<file path="config.mk">
export PLATFORM = sky130hd
export DESIGN_NAME = prio_task_scheduler
export DESIGN_NICKNAME = d
export VERILOG_FILES = /design/src/rtl/sched_pkg.sv /design/src/rtl/sched_core_timer.sv /design/src/rtl/prio_task_scheduler.sv
export SDC_FILE = /design/constraint.sdc
export NUM_CORES = 1
export LEC_CHECK = 0
export BUFFER_PORTS_ARGS = -buffer_cell sky130_fd_sc_hd__buf_2
export CAP_MARGIN = 10
export CORE_MARGIN = 3
export CORE_UTILIZATION = 33
export CTS_CLUSTER_SIZE = 10
export DETAILED_ROUTE_END_ITERATION = 7
export PLACE_DENSITY = 0.49
export SLEW_MARGIN = 10
export SYNTH_ARGS = -nofsm -noshare
export SYNTH_HDL_FRONTEND = slang
export SYNTH_HIERARCHICAL = 1
export SYNTH_SLANG_ARGS = --single-unit
</file>
<file path="constraint.sdc">
create_clock -name clk -period 13.8 [get_ports clk]
set_clock_uncertainty 0.2 [all_clocks]
set_input_delay 0.69 -clock clk [delete_from_list [all_inputs] [get_ports clk]]
set_output_delay 0.69 -clock clk [all_outputs]
set_load 0.005 [all_outputs]
</file>
<file path="src/rtl/sched_pkg.sv">
// Shared constants, the default-width task record and the queue-count width helper
// for the priority task scheduler.
package sched_pkg;

    localparam int DEF_NUM_CORES   = 4;
    localparam int DEF_PRIO_W      = 3;
    localparam int DEF_DUR_W       = 8;
    localparam int DEF_ID_W        = 4;
    localparam int DEF_QUEUE_DEPTH = 8;

    typedef struct packed {
        logic [DEF_PRIO_W-1:0] prio;
        logic [DEF_DUR_W-1:0]  dur;
        logic [DEF_ID_W-1:0]   id;
    } task_t;

    // Width able to hold every occupancy value 0..depth inclusive.
    function automatic int count_width(input int depth);
        return $clog2(depth + 1);
    endfunction

endpackage

</file>
<file path="src/rtl/sched_core_timer.sv">
// One execution core: loads a task, counts its duration down to zero and pulses
// done for one cycle on the edge where it finishes.
module sched_core_timer
    import sched_pkg::*;
#(
    parameter int DUR_W = DEF_DUR_W,
    parameter int ID_W  = DEF_ID_W
) (
    input  logic             clk,
    input  logic             reset,
    input  logic             load,
    input  logic [DUR_W-1:0] load_dur,
    input  logic [ID_W-1:0]  load_id,
    output logic             busy,
    output logic [DUR_W-1:0] remaining,
    output logic [ID_W-1:0]  task_id,
    output logic             done
);

    logic             busy_reg;
    logic [DUR_W-1:0] time_reg;
    logic [ID_W-1:0]  id_reg;
    logic             done_reg;

    always_ff @(posedge clk) begin
        if (reset) begin
            busy_reg <= 1'b0;
            time_reg <= '0;
            id_reg   <= '0;
            done_reg <= 1'b0;
        end else begin
            done_reg <= 1'b0;
            if (load) begin
                busy_reg <= 1'b1;
                // A zero duration still occupies the core for one cycle.
                time_reg <= (load_dur == '0) ? DUR_W'(1) : load_dur;
                id_reg   <= load_id;
            end else if (busy_reg) begin
                if (time_reg == DUR_W'(1)) begin
                    time_reg <= '0;
                    busy_reg <= 1'b0;
                    done_reg <= 1'b1;
                end else begin
                    time_reg <= time_reg - DUR_W'(1);
                end
            end
        end
    end

    assign busy      = busy_reg;
    assign remaining = time_reg;
    assign task_id   = id_reg;
    assign done      = done_reg;

endmodule

</file>
<file path="src/rtl/prio_task_scheduler.sv">
// Bounded age-ordered task queue with a highest-priority/oldest selector that
// dispatches at most one task per cycle to the lowest-numbered idle core.
module prio_task_scheduler
    import sched_pkg::*;
#(
    parameter int NUM_CORES   = DEF_NUM_CORES,
    parameter int PRIO_W      = DEF_PRIO_W,
    parameter int DUR_W       = DEF_DUR_W,
    parameter int ID_W        = DEF_ID_W,
    parameter int QUEUE_DEPTH = DEF_QUEUE_DEPTH
) (
    input  logic                              clk,
    input  logic                              reset,
    input  logic                              task_valid,
    output logic                              task_ready,
    input  logic [PRIO_W-1:0]                 task_priority,
    input  logic [DUR_W-1:0]                  task_duration,
    input  logic [ID_W-1:0]                   task_id,
    output logic [NUM_CORES-1:0]              core_busy,
    output logic [NUM_CORES*DUR_W-1:0]        core_task_time,
    output logic [NUM_CORES*ID_W-1:0]         core_task_id,
    output logic [NUM_CORES-1:0]              core_done,
    output logic [count_width(QUEUE_DEPTH)-1:0] queue_count
);

    localparam int CNT_W = count_width(QUEUE_DEPTH);

    typedef struct packed {
        logic [PRIO_W-1:0] prio;
        logic [DUR_W-1:0]  dur;
        logic [ID_W-1:0]   id;
    } slot_t;

    slot_t                slots_reg  [QUEUE_DEPTH];
    slot_t                slots_next [QUEUE_DEPTH];
    logic [CNT_W-1:0]     count_reg;
    logic [CNT_W-1:0]     count_next;
    logic [CNT_W-1:0]     tail_idx;

    logic                 has_cand;
    logic [CNT_W-1:0]     sel_idx;
    logic [PRIO_W-1:0]    sel_prio;
    slot_t                sel_slot;
    logic                 has_idle;
    logic [NUM_CORES-1:0] load_vec;
    logic                 accept;
    logic                 dispatch;

    // Ready looks only at the registered count, so a same-edge dispatch never frees a slot early.
    assign task_ready  = (count_reg < CNT_W'(QUEUE_DEPTH));
    assign accept      = task_valid && task_ready;
    assign queue_count = count_reg;

    // Strict '>' keeps the lowest (oldest) slot among equal priorities.
    always_comb begin
        has_cand = 1'b0;
        sel_idx  = '0;
        sel_prio = '0;
        sel_slot = '0;
        for (int i = 0; i < QUEUE_DEPTH; i++) begin
            if ((CNT_W'(i) < count_reg) && (!has_cand || (slots_reg[i].prio > sel_prio))) begin
                has_cand = 1'b1;
                sel_idx  = CNT_W'(i);
                sel_prio = slots_reg[i].prio;
                sel_slot = slots_reg[i];
            end
        end
    end

    // A core finishing on this edge still shows busy, so it is only picked on the next one.
    always_comb begin
        has_idle = 1'b0;
        load_vec = '0;
        for (int c = 0; c < NUM_CORES; c++) begin
            if (!core_busy[c] && !has_idle) begin
                has_idle    = 1'b1;
                load_vec[c] = has_cand;
            end
        end
    end

    assign dispatch = has_cand && has_idle;
    assign tail_idx = count_reg - CNT_W'(dispatch);

    always_comb begin
        slots_next = slots_reg;
        if (dispatch) begin
            for (int i = 0; i < QUEUE_DEPTH - 1; i++) begin
                if (CNT_W'(i) >= sel_idx) begin
                    slots_next[i] = slots_reg[i+1];
                end
            end
        end
        if (accept) begin
            for (int i = 0; i < QUEUE_DEPTH; i++) begin
                if (CNT_W'(i) == tail_idx) begin
                    slots_next[i].prio = task_priority;
                    slots_next[i].dur  = task_duration;
                    slots_next[i].id   = task_id;
                end
            end
        end
        count_next = count_reg + CNT_W'(accept) - CNT_W'(dispatch);
    end

    always_ff @(posedge clk) begin
        if (reset) begin
            count_reg <= '0;
            for (int i = 0; i < QUEUE_DEPTH; i++) begin
                slots_reg[i] <= '0;
            end
        end else begin
            count_reg <= count_next;
            slots_reg <= slots_next;
        end
    end

    genvar gi;
    generate
        for (gi = 0; gi < NUM_CORES; gi++) begin : g_core
            sched_core_timer #(
                .DUR_W (DUR_W),
                .ID_W  (ID_W)
            ) u_timer (
                .clk       (clk),
                .reset     (reset),
                .load      (load_vec[gi]),
                .load_dur  (sel_slot.dur),
                .load_id   (sel_slot.id),
                .busy      (core_busy[gi]),
                .remaining (core_task_time[gi*DUR_W +: DUR_W]),
                .task_id   (core_task_id[gi*ID_W +: ID_W]),
                .done      (core_done[gi])
            );
        end
    endgenerate

endmodule

</file>
Word-level counts from Yosys, hierarchy flattened --
Cells that the tools add are included.
Cells by class: add/sub/neg operators 7, $mul 0, divide/modulo/power cells 0, order comparisons 23, equal/unequal tests 11, shifts and indexed selects 0, mux-type cells 84, bitwise logic cells 4, reductions and logical operators 42
Operators by type and width (number):
- $mux 15 | 15
- $mux 120 | 1
- $mux 105 | 1
- $mux 8 | 13
- $mux 12 | 8
- $mux 1 | 33
- $eq 8x1->1 const B | 4
- $sub 8x1->8 const B | 4
- $mux 4 | 6
- $gt 3x3->1 | 7
- $mux 3 | 7
- $eq 3x4->1 const A | 4
- $lt 3x4->1 const A | 4
- $ge 3x4->1 const A | 3
- $logic_and 1x1->1 | 12
- $logic_not 1->1 | 12
- $reduce_or 3->1 | 4
- $eq 2x4->1 const A | 2
- $ge 1x4->1 const A | 2
- $ge 2x4->1 const A | 2
- $logic_not 8->1 | 1
- $lt 1x4->1 const A | 2
- $lt 2x4->1 const A | 2
- $reduce_bool 2->1 | 4
- 8 further kinds | 18
Storage, ports and cells: register bits after elaboration 180, latch bits 0, memory bits (writable) 0, memory bits (read-only) 0, input bits 18, logic and storage cells 212, memories 0

Longest topological paths before layout --
Gate-level depths: netlist of run 1.
word-level depth 35, depth in mapped cells 60, depth with buffers taken out 55

By module --
The synthesis of run 1 kept the hierarchy.
By module, submodules not included:
- prio_task_scheduler | times used 1, cells an instance 932, area each 7239.4 µm², seq. area each 2482.4 µm²
- sched_core_timer | times used 4, cells an instance 81, area each 705.7 µm², seq. area each 280.3 µm²

Worst setup path before layout of run 1 --
OpenSTA, ideal clock, no wires.
kind reg2reg, from register count_reg[3], in the netlist queue_count[3], to register slots_reg[77] (netlist name), setup time 0.091 ns, arrival time 11.599 ns, data required time 13.509 ns, path slack 1.910 ns, cell stages (with the launch flop) 57, path buffers 7, period minus slack after synthesis 11.890 ns, cells stage by stage dfxtp_1 > inv_1 > ha_1 > or3b_1 > and2_1 > ha_1 > and3_1 > a211oi_2 > mux2_2 > ha_1 > nor2b_1 > a221oi_1 > or2_1 > clkbuf_1 > mux2_2 > ha_1 > a31oi_1 > o21a_1 > (+21 left out) > ha_1 > nor2b_1 > o21ai_0 > a2111o_1 > clkbuf_1 > buf_1 > a21o_1 > ha_1 > nor2b_1 > o21ai_1 > a32oi_1 > a2111oi_2 > o31a_1 > and3_1 > buf_2 > buf_4 > nand3_1 > a311oi_1
On the way: elaborated cells between the ends (all ways) 68, classes of those cells add/sub: 1; order compare: 17; eq/ne: 1; mux: 26; reduce/logical: 23
RTL lines:
- start: declaration | line prio_task_scheduler.sv:36 | logic [CNT_W-1:0] count_reg;
- start signal: assignment | line prio_task_scheduler.sv:113 | count_reg <= count_next;
- $lt 4x4->1 | line prio_task_scheduler.sv:50 | assign task_ready = (count_reg < CNT_W'(QUEUE_DEPTH));
- net task_ready | line prio_task_scheduler.sv:15 | output logic task_ready,
- $logic_and 1x1->1 | line prio_task_scheduler.sv:51 | assign accept = task_valid && task_ready;
- $mux 120 | line prio_task_scheduler.sv:94 | if (accept) begin
- end signal: assignment | line prio_task_scheduler.sv:114 | slots_reg <= slots_next;
- end: declaration | line prio_task_scheduler.sv:34 | slot_t slots_reg [QUEUE_DEPTH];
The timed path passes the listed nets, and every way through them passes these cells. A chain may end at the register's enable or synchronous reset.

Worst setup path in the final report of run 1 --
from register count_reg[3], in the netlist queue_count[3], to register slots_reg[104] (netlist name)
On the way: longest elaborated chain between the ends 35, elaborated cells between the ends (all ways) 68, classes of those cells add/sub: 1; order compare: 17; eq/ne: 1; mux: 26; reduce/logical: 23
Ends and longest elaborated chain:
- $lt 1x4->1 | line prio_task_scheduler.sv:61 | if ((CNT_W'(i) < count_reg) && (!has_cand || (slots_reg[i].prio > sel_prio))) begin
- $mux 3 / $mux 1 (equally long branches) | line prio_task_scheduler.sv:61
- $gt 3x3->1 / $logic_not 1->1 (equally long branches) | line prio_task_scheduler.sv:61
- $logic_or 1x1->1 | line prio_task_scheduler.sv:61
- $logic_and 1x1->1 | line prio_task_scheduler.sv:61
- $mux 3 / $mux 1 (equally long branches) | line prio_task_scheduler.sv:61
- $gt 3x3->1 / $logic_not 1->1 (equally long branches) | line prio_task_scheduler.sv:61
- $logic_or 1x1->1 | line prio_task_scheduler.sv:61
- (+19 left out)
- $logic_or 1x1->1 | line prio_task_scheduler.sv:61
- $logic_and 1x1->1 | line prio_task_scheduler.sv:61
- $mux 1 / $mux 4 (equally long branches) | line prio_task_scheduler.sv:61
- $logic_and 1x1->1 / $ge 1x4->1 (equally long branches) | line prio_task_scheduler.sv:82, prio_task_scheduler.sv:89
- $sub 4x1->4 / $mux 15 (equally long branches) | line prio_task_scheduler.sv:83, prio_task_scheduler.sv:89
- $eq 1x4->1 / $mux 105 (equally long branches) | line prio_task_scheduler.sv:96, prio_task_scheduler.sv:87
- $mux 15 | line prio_task_scheduler.sv:96 | if (CNT_W'(i) == tail_idx) begin
- $mux 120 * | line prio_task_scheduler.sv:94
Mark *: on every way between the ends. The rest lies on a longest branch, timed or not.

==> flow_metrics.tcl, run 1 <==
set metrics [dict create \
    status "finished clean" \
    htree_levels 4 \
    largest_register_ffs 120 \
    drive_gt1_share_pct 13.65 \
    synth.avg_cell_area_um2 8.011 \
    route.detailed.drc 0 \
    yosys_warnings 6 \
    wl_um 35420 \
    first_iter_violations 862 \
    drt.antenna.violating_nets 0 \
    fin_nets 1331 \
    grt_pass1_vias 9220 \
    grt_pass1_wl_um 55730 \
    maxCapViolations 0 \
    ys_seq_elements 180 \
    clock-sinks 180 \
    hold_class "flop to flop" \
    yosysUniqueCellTypes 57 \
    layout_common_cells "nor2_1, dfxtp_1, nand2_1" \
    rows 63 \
    worst_setup_path_end_kind "flop" \
    synthCells 1256 \
    worst_pin_slew_ns 1.198 \
    track_usage_pct 21.15 \
    yosys.area_share.simple_pct 19.80 \
    slew_headroom_pct 19.96 \
    die_w_um 180.6 \
    core_area_um2 29870 \
    slew_violations 0 \
    fin_setup_tns_ns 0 \
    die_h_um 180.6 \
    portBuffers 78 \
    insertion_delay_ns 0.43 \
    cts.reportedPaths.clkPinSlew_ns 0.08 \
    dieArea_um2 32620 \
    antenna_found_initial 0 \
    finalCritPeriodShare_pct 94.03 \
    cp-start-kind "flop" \
    critical_path_class "flop to flop" \
    yosysSeqAreaShare_pct 35.81 \
    vias 9605 \
    synthArstFlopShare_pct 0 \
    dp_hpwl_um 22340 \
    routabilityCongestion 0.8524 \
    fmax_ghz 0.07707 \
    cts.path.max_buffers 2 \
    synth_mux_area_share_pct 7.050 \
    syn_nets 1311 \
    cts_made_buffers 17 \
    fillerInstances 3018 \
    area_growth_pct 13.88 \
    mostFrequentLayoutCell "nor2_1" \
    overflow 0 \
    synthFlopType "dfxtp_1" \
    syn_area_um2 10060 \
    synth_top_family_by_area "compound AO/OA/AOI/OAI gates" \
    crit_slowest_cell "a2111o_1" \
    io_pins 79 \
    firstDrtPassIters 5 \
    postCtsHoldBufs 0 \
    rsz0062_at_grt "no" \
    setup_viol 0 \
    cts_tree "done" \
    synthXorXnorAreaFrac_pct 1.741 \
    cp.required_ns 13.93 \
    num_antenna_cells 0 \
    synth_edf_count 0 \
    synth_adder_area_share_pct 4.675 \
    routedWlPerCell_um 21.10 \
    cpPeakStageDelay_ns 0.53 \
    worstPathArrival_ns 13.10 \
    synth_compound_area_share_pct 25.11 \
    post-route-min-period_ns 12.98 \
    initial_core_util_pct 33.68 \
    grt_start_max_net_pins 104 \
    cpMostUsedCell "ha_1" \
    worst-path-max-fanout 32 \
    hold_violations 0 \
    root_buffer "clkbuf_16" \
    vias_per_cell 5.721 \
]
-- area by class of cell --
type | instances | area, um^2 | area share, %
multi-input cells | 931 | 5991 | 52.28
clock buffers | 18 | 439.2 | 3.833
flip-flops and latches | 180 | 3603 | 31.45
clock inverters | 14 | 183.9 | 1.605
well taps | 390 | 488.0 | 4.259
inverters | 43 | 161.4 | 1.409
repair buffers | 103 | 591.8 | 5.165
-- timing repair --
item | 4_1_cts | 5_1_grt
endpoints found under the setup margin | 0 | 110
gates resized for setup | 0 | 13
setup buffers | 0 | 0
-- cells in the mapped netlist (5+ instances only) --
master | n | area (um^2)
o21ai_0 | 66 | 330.3
and3_1 | 12 | 75.07
nand2_1 | 119 | 446.7
o211ai_1 | 25 | 187.7
xor2_1 | 9 | 78.83
inv_1 | 43 | 161.4
mux2i_1 | 63 | 630.6
o21ai_1 | 5 | 25.02
nand2b_1 | 10 | 62.56
dfxtp_1 | 180 | 3603
a211oi_1 | 70 | 525.5
and2_1 | 6 | 37.54
buf_4 | 7 | 52.55
nor3b_1 | 6 | 45.04
mux2_2 | 7 | 78.83
a31oi_1 | 47 | 294.0
o22ai_1 | 8 | 50.05
a311oi_1 | 52 | 455.4
nor2b_1 | 9 | 56.30
buf_2 | 9 | 45.04
a22oi_1 | 25 | 187.7
ha_1 | 36 | 450.4
nor4_1 | 5 | 31.28
nor2_1 | 199 | 747.0
clkbuf_1 | 85 | 319.1
nand3_1 | 24 | 120.1
and2b_1 | 5 | 37.54
xnor2_1 | 11 | 96.34
a221oi_1 | 9 | 78.83
nor3_1 | 27 | 135.1
a21oi_1 | 31 | 155.2
-- through the flow --
step	utilization [%]	std cells	setup WS (ns)	cell area, um^2	hold slack, ns
finish	38.35	1679	0.8241	11460	0.2912
global route	38.35	1679	0.03833	11460	0.3030
CTS	38.12	1678	0.4220	11390	0.2865
detailed placement	36.04	1646	0.4977	10770	0.2754
global placement	36.04	1646	0.8436	10770	0.2666
floorplan	-	1256	1.910	10060	0.2556
-- layer usage --
metal	up-vias	GRT usage [%]	share of wire, %
met2	272	32.50	44
li1	4607	-	-
met4	0	5.281	1.7
met5	-	0	0
met3	25	2.665	4.9
met1	4701	31.41	49
-- kinds of logic (layout without fill, tap and decap cells) --
logic type                 after synthesis  count (layout)
muxes                                   70              70
buffers and inverters                  146             178
AOI/OAI and AO/OA                      361             361
adders and majority gates               37              37
DFF                                    180             180
and+or+nand+nor                        442             443
xor gates and xnor gates                20              20
-- critical path, delay by kind of cell, from the launching register on --
| kind | cells | cell delay (ns) |
|---|---|---|
| flops | 1 | 0.41 |
| fa+ha+maj | 8 | 2.25 |
| mux | 4 | 1.38 |
| buf+inv | 7 | 1.39 |
| simple gates | 14 | 2.69 |
| compound gates | 19 | 4.49 |
-- final timing paths --
check | from | to | slack, ns | cells after the start
setup reg to reg | queue_count[3]$_SDFF_PP0_ | slots_reg[104]$_SDFF_PP0_ | 0.82 | 52
setup / recovery | queue_count[3]$_SDFF_PP0_ | slots_reg[104]$_SDFF_PP0_ | 0.82 | 52
hold reg to reg | slots_reg[113]$_SDFF_PP0_ | slots_reg[113]$_SDFF_PP0_ | 0.29 | 2
hold / removal | slots_reg[113]$_SDFF_PP0_ | slots_reg[113]$_SDFF_PP0_ | 0.29 | 2
Power of run 1 is not shown: default switching activity piles up to over one toggle a cycle in this logic, so the estimate is an artifact.
==> run 2, diff against run 1 <==
Settings changed: CAP_MARGIN 10 to 20, RECOVER_POWER from default to 25.
==> run 2 against run 1 <==
Net effect:
- die area unchanged
- utilization rose by 0.17 points
- flip-flop and latch count is the same
- first-iteration DRC count fell by 0.93%
- fmax grew 0.32%
- largest cell class unchanged
- worst hold slack got worse by 0.0070 ns
- count of clock-buffer cells in the layout down 1
- sequential share of layout area shrank 0.14 points
- critical endpoint is now slots_reg[88]$_SDFF_PP0_
- cell count grew 0.54%
==> flow_metrics.tcl, run 2 (same netlist as run 1, synthesis figures left out) <==
set metrics [dict create \
    track_usage_pct 21.10 \
    slew_headroom_pct 23.08 \
    slew_violations 0 \
    cts_tree "done" \
    cpMostUsedCell "ha_1" \
    routedWlPerCell_um 20.89 \
    drt.antenna.violating_nets 0 \
    dieArea_um2 32620 \
    pre_cts_ws_ns 0.4696 \
    postCtsHoldBufs 0 \
    fillerInstances 3038 \
    grt_pass1_vias 9153 \
    vias 9664 \
    post-route-min-period_ns 12.93 \
    hp-start "slots_reg[114]$_SDFF_PP0_" \
    htree_levels 4 \
    cts.path.max_buffers 2 \
    critical_path_class "flop to flop" \
    overflow 0 \
    hold_class "flop to flop" \
    die_h_um 180.6 \
    fin_setup_tns_ns 0 \
    cts.reportedPaths.clkPinSlew_ns 0.08 \
    rsz0062_at_grt "no" \
    mostFrequentLayoutCell "nor2_1" \
    num_antenna_cells 0 \
    portBuffers 78 \
    cp-start-kind "flop" \
    hold_ws_ns 0.2842 \
    cts_made_buffers 17 \
    hold_violations 0 \
    fmax_ghz 0.07731 \
    min_to "slots_reg[114]$_SDFF_PP0_" \
    r2r_cells 52 \
    firstDrtPassIters 5 \
    clock-sinks 180 \
    setup_viol 0 \
    core_area_um2 29870 \
    rows 63 \
    final_cell_area_um2 11510 \
    grt_start_max_net_pins 104 \
    holdPathStages 2 \
    status "finished clean" \
    worst_setup_path_end_kind "flop" \
    worst-path-max-fanout 32 \
    route.detailed.drc 0 \
    initial_core_util_pct 33.68 \
    crit_slowest_cell "a2111o_1" \
    vias_per_cell 5.725 \
    die_w_um 180.6 \
    worst_pin_slew_ns 1.148 \
    cpPeakStageDelay_ns 0.52 \
    finalCritPeriodShare_pct 93.73 \
    maxCapViolations 0 \
    layout_common_cells "nor2_1, dfxtp_1, nand2_1" \
    grt_pass1_wl_um 55380 \
    dp_hpwl_um 22510 \
    regArea_um2 3603 \
    first_iter_violations 854 \
    r2r_start "queue_count[3]$_SDFF_PP0_" \
    largest_register_ffs 120 \
    worstPathArrival_ns 13.07 \
    rrSetupSlack_ns 0.87 \
    area_growth_pct 14.37 \
    place_area_um2 10800 \
    wl_um 35260 \
    fin_nets 1340 \
    insertion_delay_ns 0.44 \
    antenna_found_initial 0 \
    routabilityCongestion 0.8524 \
    cp.required_ns 13.93 \
    fin_ws_ns 0.8657 \
    multi_input_comb_area_um2 5979 \
    root_buffer "clkbuf_16" \
    r2r-end "slots_reg[88]$_SDFF_PP0_" \
    drive_gt1_share_pct 12.10 \
    io_pins 79 \
]
[run 2: per-layer routing]
layer	track usage (%)	wire length [um]	vias up
li1	-	-	4639
met1	31.47	17360	4686
met2	31.37	15310	302
met3	2.745	1707	37
met4	6.939	886	0
met5	0	0	-
[run 2: worst max path at each step]
stage | start | end | slack, ns | depth (start not counted)
after floorplan | queue_count[3]$_SDFF_PP0_ | slots_reg[77]$_SDFF_PP0_ | 1.91 | 56
after global placement | queue_count[3]$_SDFF_PP0_ | slots_reg[91]$_SDFF_PP0_ | 0.84 | 53
after detailed placement | queue_count[3]$_SDFF_PP0_ | slots_reg[76]$_SDFF_PP0_ | 0.47 | 53
after CTS | queue_count[3]$_SDFF_PP0_ | slots_reg[76]$_SDFF_PP0_ | 0.38 | 53
after global routing | queue_count[3]$_SDFF_PP0_ | slots_reg[88]$_SDFF_PP0_ | 0.04 | 54
final | queue_count[3]$_SDFF_PP0_ | slots_reg[88]$_SDFF_PP0_ | 0.87 | 52
[run 2: area by class of cell]
| class | instances | area share [%] |
|---|---|---|
| multi-input combinational | 931 | 51.96 |
| sequential | 180 | 31.31 |
| timing repair buffer | 112 | 5.708 |
| tap | 390 | 4.240 |
| clock buffer | 17 | 3.696 |
| clock inverter | 15 | 1.685 |
| inverter | 43 | 1.402 |
[run 2: worst max-delay path, delay by kind of cell, from the launching register on]
family                   cells  cell delay [ns]
flip-flops                   1             0.42
AO/OA/AOI/OAI               18             4.34
adder cells (fa/ha/maj)      8             2.25
AND/OR/NAND/NOR             15             2.78
multiplexers                 4             1.38
buffers and inverters        7             1.42
[run 2: repair_timing]
item                                    in CTS  in global routing
resized for setup                            0                 12
endpoints found under the setup margin       0                111
buffers inserted                             0                  3
[run 2: through the flow]
stage,std cells,util [%]
finish,1688,38.52
global route,1688,38.52
CTS,1680,38.21
detailed placement,1648,36.14
global placement,1646,36.04
floorplan,1256,-
Power of run 2 is left out for the same reason.
==> run 3, diff against run 2 <==
Settings changed: CORE_UTILIZATION 33 to 60, PLACE_DENSITY 0.49 to 0.82.
==> run 3 against run 2 <==
Net effect:
- non-clock buffer count fell by 10
- final area fell by 2.7%
- fmax fell by 0.19%
- first-iteration DRC count rose by 29%
- global-route usage rose by 11 points
- critical path depth rose by 5
- worst hold slack improved by 0.0048 ns
- routed wire length fell by 14%
- utilization rose by 31 points
- via count rose by 2.7%
- critical path type unchanged
- highest routed layer unchanged
==> flow_metrics.tcl, run 3 (same netlist as run 1, synthesis figures left out) <==
set metrics [dict create \
    io_pins 79 \
    grt_start_max_net_pins 95 \
    num_antenna_cells 0 \
    critical_path_class "flop to flop" \
    grt_pass1_vias 9216 \
    hold_class "flop to flop" \
    crit_path_end "g_core[0].u_timer/remaining[0]$_SDFFE_PP0P_" \
    final_cell_area_um2 11200 \
    rrSetupSlack_ns 0.84 \
    place_area_um2 10480 \
    die_w_um 135.5 \
    track_usage_pct 31.90 \
    r2r_cells 57 \
    rsz0062_at_grt "no" \
    setup_viol 0 \
    rows 46 \
    drt.antenna.violating_nets 0 \
    antenna_found_initial 0 \
    cp-start-kind "flop" \
    dp_cells 1467 \
    fin_setup_tns_ns 0 \
    fmax_ghz 0.07717 \
    cpPeakStageDelay_ns 0.58 \
    status "finished clean" \
    clock-sinks 180 \
    worst_setup_path_end_kind "flop" \
    fillerInstances 1334 \
    r2r_start "queue_count[3]$_SDFF_PP0_" \
    dieArea_um2 18360 \
    grt_pass1_wl_um 47200 \
    maxCapViolations 0 \
    r2r-end "g_core[0].u_timer/remaining[0]$_SDFFE_PP0P_" \
    largest_register_ffs 120 \
    crit_slowest_cell "a31oi_2" \
    holdPathStages 2 \
    wl_um 30240 \
    overflow 0 \
    layout_common_cells "nor2_1, dfxtp_1, nand2_1" \
    routabilityCongestion 0.8982 \
    cts.path.max_buffers 2 \
    crit_start "queue_count[3]$_SDFF_PP0_" \
    worst-path-max-fanout 25 \
    cpMostUsedCell "ha_1" \
    dp_hpwl_um 19010 \
    insertion_delay_ns 0.44 \
    utilization_pct 69.26 \
    vias 9926 \
    fin_nets 1331 \
    instances_no_fill 1505 \
    area_growth_pct 11.33 \
    die_h_um 135.5 \
    mostFrequentLayoutCell "nor2_1" \
    firstDrtPassIters 7 \
    vias_per_cell 6.595 \
    core_area_um2 16170 \
    route.detailed.drc 0 \
    slew_headroom_pct 27.95 \
    routedWlPerCell_um 20.10 \
    cp.required_ns 13.89 \
    postCtsHoldBufs 0 \
    post-route-min-period_ns 12.96 \
    htree_levels 4 \
    cts_tree "done" \
    finalCritPeriodShare_pct 93.91 \
    initial_core_util_pct 62.22 \
    root_buffer "clkbuf_16" \
    slew_violations 0 \
    first_iter_violations 1099 \
    cts.reportedPaths.clkPinSlew_ns 0.07 \
    drive_gt1_share_pct 10.71 \
    worstPathArrival_ns 13.05 \
    worst_pin_slew_ns 1.078 \
    hold_violations 0 \
    portBuffers 78 \
    cts_made_buffers 17 \
]
-- run 3: cell types whose count changed in the layout (fill, tap and decap cells not counted), moves of 3 or more --
| cell | delta |
|---|---|
| clkbuf_1 | +11 |
| buf_2 | -8 |
| buf_4 | -8 |
| clkinv_8 | -5 |
| a31oi_1 | -3 |
| a31oi_2 | +3 |
| buf_8 | -3 |
-- run 3: what timing repair did --
action | in CTS | in global routing
resized for setup | 0 | 13
setup buffers | 0 | 0
endpoints found under the setup margin | 0 | 113
hold endpoints to repair | 0 | 0
-- run 3: per-layer routing --
metal | track usage (%) | vias up | wire length (um)
li1 | - | 4619 | -
met1 | 41.27 | 4717 | 12240
met2 | 51.83 | 497 | 14330
met3 | 7.801 | 93 | 2738
met4 | 11.87 | 0 | 928
met5 | 0 | - | 0
-- run 3: how the worst min path moves through the flow --
stage,start,to,slack (ns)
4_1_cts,slots_reg[114]$_SDFF_PP0_,slots_reg[114]$_SDFF_PP0_,0.29
6_report,slots_reg[109]$_SDFF_PP0_,slots_reg[109]$_SDFF_PP0_,0.29
3_3_place_gp,slots_reg[115]$_SDFF_PP0_,slots_reg[115]$_SDFF_PP0_,0.26
2_1_floorplan,slots_reg[105]$_SDFF_PP0_,slots_reg[105]$_SDFF_PP0_,0.26
3_5_place_dp,slots_reg[105]$_SDFF_PP0_,slots_reg[105]$_SDFF_PP0_,0.28
5_1_grt,slots_reg[109]$_SDFF_PP0_,slots_reg[109]$_SDFF_PP0_,0.30
-- run 3: critical path, delay by kind of cell, from the launching register on --
kind,cells,cell delay [ns]
AOI/OAI and AO/OA,19,4.21
and+or+nand+nor,19,3.28
adders and majority gates,8,2.26
buffers and inverters,8,1.27
muxes,3,1.15
DFF,1,0.40
-- run 3: through the flow --
| stage | hold WS (ns) | setup slack, ns |
|---|---|---|
| after floorplan | 0.2556 | 1.910 |
| after CTS | 0.2882 | 0.3889 |
| after global routing | 0.3020 | 0.04090 |
| after global placement | 0.2648 | 1.005 |
| final | 0.2890 | 0.8409 |
| after detailed placement | 0.2763 | 0.5105 |
-- run 3: area by class of cell --
type	instances	area, um^2	area share [%]
flip-flops and latches	180	3603	32.17
multi-input cells	932	5979	53.38
clock buffers	19	442.9	3.954
repair buffers	102	570.5	5.093
inverters	43	161.4	1.441
clock inverters	13	173.9	1.553
well taps	216	270.3	2.413
Power of run 3 is left out for the same reason.
